$ cat src/rtl/lsu_pkg.sv
// lsu_pkg: shared types and constants for the load/store unit.
package lsu_pkg;

  localparam int LSU_DATA_W = 32;

  typedef enum logic [1:0] {
    IDLE = 2'd0,
    REQ  = 2'd1,
    DONE = 2'd2
  } lsu_state_t;

endpackage

$ cat src/rtl/lsu_timer.sv
// lsu_timer: bus-wait counter for the load/store unit. Cleared when a new
// request is accepted, advanced on every REQ cycle without an ack, and flags
// expiry on the cycle that would complete the TIMEOUT_CYCLES-th wait.
module lsu_timer #(
  parameter int TIMEOUT_CYCLES = 255
) (
  input  logic clk,
  input  logic rst_n,
  input  logic clear,
  input  logic inc,
  output logic expire
);

  localparam int CNT_W = $clog2(TIMEOUT_CYCLES + 1);

  logic [CNT_W-1:0] count;

  // Wait counter: clear has priority over increment.
  always_ff @(posedge clk or negedge rst_n) begin
    if (!rst_n) begin
      count <= '0;
    end else if (clear) begin
      count <= '0;
    end else if (inc) begin
      count <= count + 1'b1;
    end
  end

  // Expiry only when this cycle is another ack-less wait that reaches the limit,
  // so an ack on the final cycle always wins.
  assign expire = inc && (count == CNT_W'(TIMEOUT_CYCLES - 1));

endmodule

$ cat src/rtl/lsu.sv
// lsu: load/store unit between the register datapath and the data-memory bus.
// One word access per request, valid/ack handshake on the bus, registered
// load data and a busy stall for the sequencer.
// Optional bus timeout and sticky fault flag: define LSU_TIMEOUT_EN.
module lsu
  import lsu_pkg::*;
#(
  parameter int DATA_W         = LSU_DATA_W,
  parameter int TIMEOUT_CYCLES = 255
) (
  input  logic              clk,
  input  logic              rst_n,
  input  logic              req_valid,
  output logic              req_ready,
  input  logic              req_we,
  input  logic [DATA_W-1:0] req_addr,
  input  logic [DATA_W-1:0] req_wdata,
  output logic              done,
  output logic [DATA_W-1:0] ld_data,
  output logic              busy,
  output logic              fault,
  input  logic              fault_clr,
  output logic              mem_req,
  output logic              mem_we,
  output logic [DATA_W-1:0] mem_addr,
  output logic [DATA_W-1:0] mem_wdata,
  input  logic              mem_ack,
  input  logic [DATA_W-1:0] mem_rdata
);

  lsu_state_t state;
  lsu_state_t state_next;
  logic       accept;
  logic       timeout;

  assign accept = (state == IDLE) && req_valid;

`ifdef LSU_TIMEOUT_EN
  lsu_timer #(
    .TIMEOUT_CYCLES(TIMEOUT_CYCLES)
  ) u_timer (
    .clk    (clk),
    .rst_n  (rst_n),
    .clear  (accept),
    .inc    ((state == REQ) && !mem_ack),
    .expire (timeout)
  );

  // Sticky fault flag; a clear in the same cycle as a timeout wins.
  always_ff @(posedge clk or negedge rst_n) begin
    if (!rst_n) begin
      fault <= 1'b0;
    end else if (fault_clr) begin
      fault <= 1'b0;
    end else if (timeout) begin
      fault <= 1'b1;
    end
  end
`else
  assign timeout = 1'b0;
  // Without the timeout feature there is nothing to flag; this is 0 for any
  // legal TIMEOUT_CYCLES and fault_clr has no effect.
  assign fault   = fault_clr & (TIMEOUT_CYCLES < 1);
`endif

  // State register; reset drops mem_req at once because it decodes from state.
  always_ff @(posedge clk or negedge rst_n) begin
    if (!rst_n) begin
      state <= IDLE;
    end else begin
      state <= state_next;
    end
  end

  // Next-state and handshake outputs; acks outside REQ are ignored.
  always_comb begin
    state_next = state;
    req_ready  = 1'b0;
    busy       = 1'b1;
    done       = 1'b0;
    mem_req    = 1'b0;
    case (state)
      IDLE: begin
        req_ready = 1'b1;
        busy      = 1'b0;
        if (req_valid) state_next = REQ;
      end
      REQ: begin
        mem_req = 1'b1;
        if (mem_ack || timeout) state_next = DONE;
      end
      DONE: begin
        done       = 1'b1;
        state_next = IDLE;
      end
      default: begin
        state_next = IDLE;
      end
    endcase
  end

  // Bus request registers, loaded only on acceptance so they stay stable in REQ.
  always_ff @(posedge clk or negedge rst_n) begin
    if (!rst_n) begin
      mem_we    <= 1'b0;
      mem_addr  <= '0;
      mem_wdata <= '0;
    end else if (accept) begin
      mem_we    <= req_we;
      mem_addr  <= req_addr;
      mem_wdata <= req_wdata;
    end
  end

  // Load data: updated only by an acked load, held otherwise.
  always_ff @(posedge clk or negedge rst_n) begin
    if (!rst_n) begin
      ld_data <= '0;
    end else if ((state == REQ) && mem_ack && !mem_we) begin
      ld_data <= mem_rdata;
    end
  end

endmodule

$ cat config.mk
export PLATFORM = sky130hd
export DESIGN_NAME = lsu
export DESIGN_NICKNAME = d
export VERILOG_FILES = /design/src/rtl/lsu_pkg.sv /design/src/rtl/lsu_timer.sv /design/src/rtl/lsu.sv
export SDC_FILE = /design/constraint.sdc
export NUM_CORES = 1
export LEC_CHECK = 0
export CORE_AREA = 2 2 104 106
export DETAILED_ROUTE_END_ITERATION = 8
export DIE_AREA = 0 0 106 108
export HOLD_SLACK_MARGIN = 0.06
export PLACE_DENSITY_LB_ADDON = 0.05
export SLEW_MARGIN = 10
export SYNTH_ARGS = -nofsm -noshare
export SYNTH_HDL_FRONTEND = slang
export SYNTH_SLANG_ARGS = --single-unit
$ cat constraint.sdc
create_clock -name clk -period 1.94 [get_ports clk]
set_input_delay 0.194 -clock clk [delete_from_list [all_inputs] [get_ports clk]]
set_output_delay 0.194 -clock clk [all_outputs]
set_load 0.02 [all_outputs]
==> results of run 1 <==
[cell type report]
class | count | area, um2 | area share (%)
Sequential cell | 99 | 2480 | 39.5
Timing Repair Buffer | 209 | 2110 | 33.7
Multi-Input combinational cell | 107 | 1300 | 20.7
Tap cell | 136 | 170 | 2.71
Clock buffer | 13 | 149 | 2.37
Clock inverter | 2 | 60.1 | 0.958
Inverter | 1 | 3.75 | 0.0598
[report_power, final]
part / internal (mW) / switching (mW) / leakage [nW]
Clock: 0.758 / 0.641 / 0.104
Sequential: 2.95 / 0.469 / 1.16
Combinational: 2.67 / 2.02 / 1.36
[sequential cells by signal, indices dropped and copies added, names as in the netlist]
name and count:
state 2, mem_wdata 32, mem_we 1, mem_addr 32
ld_data 32
[logic make-up after synthesis]
logic type | Yosys count | synth area share [%]
DFF | 99 | 63.5
and+or+nand+nor | 8 | 1.60
AOI/OAI and AO/OA | 1 | 0.128
other | 1 | 0.0961
muxes | 97 | 30.9
buffers and inverters | 13 | 3.78
[metal layers]
metal	part of all wire (%)	up-vias	routed length [um]	global-route usage, %
met5	0	-	0	0
met4	1.0	0	92	5.64
met2	49	109	4420	27.0
met1	42	1239	3790	19.2
li1	-	1170	-	-
met3	7.5	7	675	4.64
[cell usage in the layout (no fill, tap or decap)]
cell	instances
inv_1	1
clkdlybuf4s50_1	197
conb_1	1
and2_1	1
mux2_4	30
bufinv_16	2
nor4bb_4	1
nand2b_1	1
dlygate4sd2_1	1
nor3b_4	1
clkbuf_1	3
or2_2	1
dlygate4sd3_1	1
nor2b_1	1
and2b_1	1
a21oi_1	1
buf_12	3
clkbuf_8	10
dfrtp_1	98
mux2_2	67
buf_4	5
dfrtp_2	1
or2b_1	1
dlymetal6s2s_1	2
[repair_timing]
| action | 4_1_cts | 5_1_grt |
|---|---|---|
| setup endpoints to repair | 1 | 2 |
| hold buffers | 1 | 0 |
| endpoints found under the hold margin | 24 | 0 |
| gates resized for setup | 2 | 2 |
[worst max-delay path: stages, from the launching register on]
cell             delay [ns]
dfrtp_1                0.46
and2b_1                0.22
clkdlybuf4s50_1        0.61
[path summary, 6_finish.rpt]
check                      cells after the start          start             to  slack [ns]
setup / recovery                               2       state[0]           done        0.12
hold / removal                                 2          rst_n    ld_data[28]        0.32
setup reg to reg                               3       state[1]    ld_data[23]        0.37
hold reg to reg                                1  mem_wdata[17]  mem_wdata[17]        0.51
max in group asynchronous                      3          rst_n  mem_wdata[18]        0.97
min in group clk                               2  req_wdata[29]  mem_wdata[29]        0.45
[through the flow]
stage | power, mW | util [%] | std cells | area [um2]
floorplan | 5.88 | - | 219 | 3900
global placement | 8.16 | 59.1 | 551 | 6050
detailed placement | 8.22 | 59.1 | 551 | 6050
CTS | 9.66 | 61.3 | 567 | 6270
global route | 10.0 | 61.3 | 567 | 6270
finish | 9.51 | 61.3 | 567 | 6270
==> summary.md, run 1 <==
| Metric | Value |
|---|---|
| Class of the most critical setup path | `flip-flop to output port` |
| Cts bufs inserted | `9` |
| First-pass GRT wire length | `13.9 mm` |
| Sequential share of the synthesized area | `63.5%` |
| CTS tree | `yes` |
| Kind of start point of the critical path | `flip-flop` |
| Core area | `10200 um2` |
| Commonest cells post-synth | `99 x dfrtp_1, 67 x mux2_2, 30 x mux2_4, 5 x buf_6` |
| Largest net degree at the start of global routing | `55` |
| Share of layout cells above drive strength 1 | `28.1%` |
| GRT overflow | `0` |
| Final hold slack | `0.323 ns` |
| Synth top area cells | `dfrtp_1 64%, mux2_2 19%, mux2_4 12%, buf_12 1.5%, buf_6 1.4%` |
| Post-Syn Instances | `219` |
| I/O pins | `204` |
| H-tree levels | `3` |
| FFs w/ async S/R, synth | `100%` |
| Vias | `2525` |
| Clock Latency Late Sink | `0.35 ns` |
| Mapped Area | `3900 um2` |
| Final period util | `93.8%` |
| Pwr/cell area | `1520 nW/um2` |
| Leak | `2.63 nW` |
| RSZ-0062 raised after global routing | `false` |
| # fillers | `816` |
| Max_cap viols | `0` |
| GP Congestion | `0.708` |
| Largest area contributor in the netlist | `dfrtp_1` |
| Register bit total from synthesis | `99` |
| CTS max path bufs | `2` |
| Diode count | `0` |
| GRT Total Usage | `15.8%` |
| Vias in the first global route | `2714` |
| Top_reg_cell synth | `dfrtp_1` |
| Final HPWL DP | `6.77 mm` |
| Fmax achieved | `550 MHz` |
| Initial Util | `38.1%` |
| Layout Nets | `529` |
| Post-DR wirelength/cell | `15.8 um` |
| Port buffer count | `201` |
| Outcome | `finished, final reports clean` |
| Area Overhead vs Synth | `60.8%` |
| Root Driver | `clkbuf_8` |
| CTS Sinks | `99` |
| Worst EP arrival | `1.63 ns` |
| Syn Nets | `321` |
| Area of the die | `11400 um2` |
| Syn_area_per_cell | `17.8 um2` |
| Fin worst setup slack | `0.120 ns` |
| Routed Antenna Nets | `0` |
| Rows | `37` |
| Drt pass-1 iters | `4` |
| Worst hold path type | `input port to async pin` |
| Crit. End Element | `output port` |
| Top-count cell post-synth | `dfrtp_1` |
| Yosys top cell area share | `63.5%` |
| Routed WL | `8.98 mm` |
| Max Slew Vio Count | `0` |
| Vias/cell | `4.45` |
| EDFF count, synth | `0` |
| CP Max Fanout | `7` |
| Die Wd | `106 um` |
| Initial antenna violation count | `0` |
| Pre-CTS WS | `0.111 ns` |
| DRC | `0` |
| Endpoints failing setup | `0` |
| Die height | `108 um` |
| Setup bufs post-CTS | `0` |
| Post-synth cell types | `18` |
| Setup TNS | `0 ns` |
| Final Hold Viols | `0` |
| Clock Skews | `0.00841 ns` |
| VDD IR max | `0.801 mV` |
| Starting DRC count in detailed routing | `55` |
| Synth Warn # | `0` |
| Critical Path RT | `1.75 ns` |
| Period minus WS final | `1.82 ns` |
| Clk pin slew, worst setup/hold paths | `0.09 ns` |
(Power assumes the default switching activity.)
==> run 2: changes to the inputs <==
--- a/config.mk
+++ b/config.mk
@@ -5,9 +5,11 @@
 export SDC_FILE = /design/constraint.sdc
 export NUM_CORES = 1
 export LEC_CHECK = 0
+export ABC_CLOCK_PERIOD_IN_PS = 1800
 export CORE_AREA = 2 2 104 106
 export DETAILED_ROUTE_END_ITERATION = 8
 export DIE_AREA = 0 0 106 108
+export GPL_TIMING_DRIVEN = 0
 export HOLD_SLACK_MARGIN = 0.06
 export PLACE_DENSITY_LB_ADDON = 0.05
 export SLEW_MARGIN = 10
==> constraint.sdc (replaced) <==
create_clock -name clk -period 1.8 [get_ports clk]
set_input_delay 0.18 -clock clk [delete_from_list [all_inputs] [get_ports clk]]
set_output_delay 0.18 -clock clk [all_outputs]
set_load 0.02 [all_outputs]
==> run 2 against run 1 <==
Net effect: critical path depth rose by 1; critical path type unchanged; sequential power rose by 7.6%; worst hold slack got worse by 0.052 ns; core utilization increased by 0.23 points; power increased by 5.9%; clock power is 6% lower; non-clock buffer count grew 6; wire length shrank 1.5%; combinational power is 8.5% higher; largest power group unchanged; register-to-register slack worse by 0.13 ns; setup slack gained 0.010 ns; sequential share of layout area shrank 0.17 points.
==> summary.md, run 2 (synthesized netlist as in run 1, its figures left out) <==
| Metric | Value |
|---|---|
| Die Wd | `106 um (unchanged)` |
| Clock Skews | `0.00605 ns (-0.00236 ns)` |
| Initial antenna violation count | `0 (unchanged)` |
| R2R Path End | `ld_data[24]` |
| Die height | `108 um (unchanged)` |
| Diode count | `0 (unchanged)` |
| Root Driver | `clkbuf_8` |
| Share of layout cells above drive strength 1 | `29.1% (+0.99 points)` |
| GRT overflow | `0 (unchanged)` |
| GP Congestion | `0.727 (+2.7%)` |
| Max_cap viols | `0 (unchanged)` |
| Period minus WS final | `1.67 ns` |
| # fillers | `834 (+2.2%)` |
| Final period util | `92.7%` |
| Initial Util | `38.1% (unchanged)` |
| Top Registers | `ld_data (32), mem_addr (32), mem_wdata (32)` |
| Comb pwr share | `50.5% (+1.2 points)` |
| Drt pass-1 iters | `4 (unchanged)` |
| CTS max path bufs | `2 (unchanged)` |
| Routed WL | `8.85 mm (-1.5%)` |
| Class of the most critical setup path | `flip-flop to output port` |
| VDD IR max | `0.824 mV (+2.9%)` |
| Vias/cell | `4.42 (-0.77%)` |
| Met3 wire length | `677 um (+0.30%)` |
| Layout Nets | `535 (+1.1%)` |
| I/O pins | `204 (unchanged)` |
| Setup bufs post-CTS | `0 (unchanged)` |
| GRT Total Usage | `15.8% (about the same)` |
| Commonest non-fill, non-tap cell in the layout | `clkdlybuf4s50_1` |
| Register Area | `2480 um2 (about the same)` |
| Rows | `37 (unchanged)` |
| Pwr/cell area | `1600 nW/um2 (+5.5%)` |
| Starting DRC count in detailed routing | `88 (+60%)` |
| Worst R2R Setup Slack | `0.24 ns (-0.13 ns)` |
| CTS tree | `yes` |
| Int Power | `6.70 mW (+4.9%)` |
| Area Overhead vs Synth | `61.4%` |
| Vias | `2532 (+0.28%)` |
| Reg power frac | `36.6% (+0.6 points)` |
| Fmax achieved | `599 MHz` |
| Routed Antenna Nets | `0 (unchanged)` |
| First-pass GRT wire length | `13.8 mm (-0.89%)` |
| Area of the die | `11400 um2 (unchanged)` |
| Clock Latency Late Sink | `0.35 ns (about the same)` |
| Multi-input logic area | `1280 um2 (-1.6%)` |
| Endpoints failing setup | `0 (unchanged)` |
| Final HPWL DP | `6.65 mm (-1.7%)` |
| CTS Sinks | `99 (unchanged)` |
| Dpl cell area | `6110 um2 (+1.1%)` |
| Reg-to-Reg Start | `state[1]` |
| Post-DR wirelength/cell | `15.4 um (-2.5%)` |
| RSZ-0062 raised after global routing | `false` |
| Crit. End Element | `output port` |
| Top sig layer | `met4` |
| Vias in the first global route | `2699 (-0.55%)` |
| Cts bufs inserted | `9 (unchanged)` |
| Met1 WL | `3.74 mm (-1.3%)` |
| Clk pwr share | `13.0% (-1.7 points)` |
| Leak | `2.65 nW (+0.64%)` |
| Outcome | `finished, final reports clean` |
| DRC | `0 (unchanged)` |
| Design area | `6300 um2 (+0.38%)` |
| Max Slew Vio Count | `0 (unchanged)` |
| Critical Path RT | `1.62 ns (-0.13 ns)` |
| Met2 wire length | `4.29 mm (-3.1%)` |
| Most frequent cells in the layout | `196 x clkdlybuf4s50_1, 99 x dfrtp_1, 67 x mux2_2, 30 x mux2_4, 12 x clkbuf_8` |
| Worst EP arrival | `1.49 ns (-0.14 ns)` |
| Sw Ratio | `33.5% (+0.63 points)` |
| Reg2Reg Depth | `4 (+1)` |
| Final Hold Viols | `0 (unchanged)` |
| P_sw | `3.38 mW (+8.0%)` |
| Core area | `10200 um2 (unchanged)` |
| Largest net degree at the start of global routing | `70 (+27%)` |
| Post-layout util | `61.5% (+0.23 points)` |
| Clk pin slew, worst setup/hold paths | `0.08 ns (about the same)` |
| Port buffer count | `201 (unchanged)` |
| CP Max Fanout | `7 (unchanged)` |
| H-tree levels | `3 (unchanged)` |
| Kind of start point of the critical path | `flip-flop` |
| Worst hold path type | `input port to async pin` |
## run 2: critical path, stage by stage (launching register included)
cell           delay [ns]
dfrtp_1              0.44
or2_2                0.33
inv_1                0.06
dlygate4sd2_1        0.32
## run 2: power groups by stage
stage	Combinational, mW	Clock (mW)	Sequential [mW]
after floorplan	1.44	0	4.89
after global routing	5.35	1.47	3.82
after detailed placement	5.17	0	3.72
after CTS	5.16	1.37	3.70
final	5.09	1.31	3.68
after global placement	5.13	0	3.69
## run 2: area by class of cell
class,instances,area share (%)
Timing Repair Buffer,203,32.5
Tap cell,136,2.70
Sequential cell,99,39.3
Clock inverter,2,0.159
Multi-Input combinational cell,107,20.3
Buffer,12,2.29
Clock buffer,13,2.68
Inverter,1,0.0596
## run 2: how the worst max path moves through the flow
stage	from	slack, ns	end
floorplan	mem_we	0.33	ld_data[10]
finish	state[0]	0.13	req_ready
detailed placement	mem_ack	-0.02	ld_data[3]
global placement	rst_n	-3.29	mem_wdata[3]
global route	state[0]	0.05	req_ready
CTS	state[0]	0.1	req_ready
## run 2: repair_timing
action                     4_1_cts  5_1_grt
setup endpoints to repair        4        0
resized for setup                4        0
hold buffers                     1        0
hold endpoints to repair        44        0
## run 2: layer usage
layer  up-vias  GRT usage, %
met2       114          26.1
met4         0          7.05
li1       1184             -
met1      1225          19.5
met5         -             0
met3         9          4.58
## run 2: through the flow
step                      instances  setup WS, ns  hold slack (ns)  TNS, ns  power, mW
final                           573         0.131            0.272        0       10.1
after global routing            573        0.0530            0.294        0       10.6
after detailed placement        557       -0.0159           0.0784   -0.224       8.89
after CTS                       573        0.0972            0.255        0       10.2
after global placement          556         -3.29            0.488  -324.64       8.83
after floorplan                 219         0.326           -0.116        0       6.34
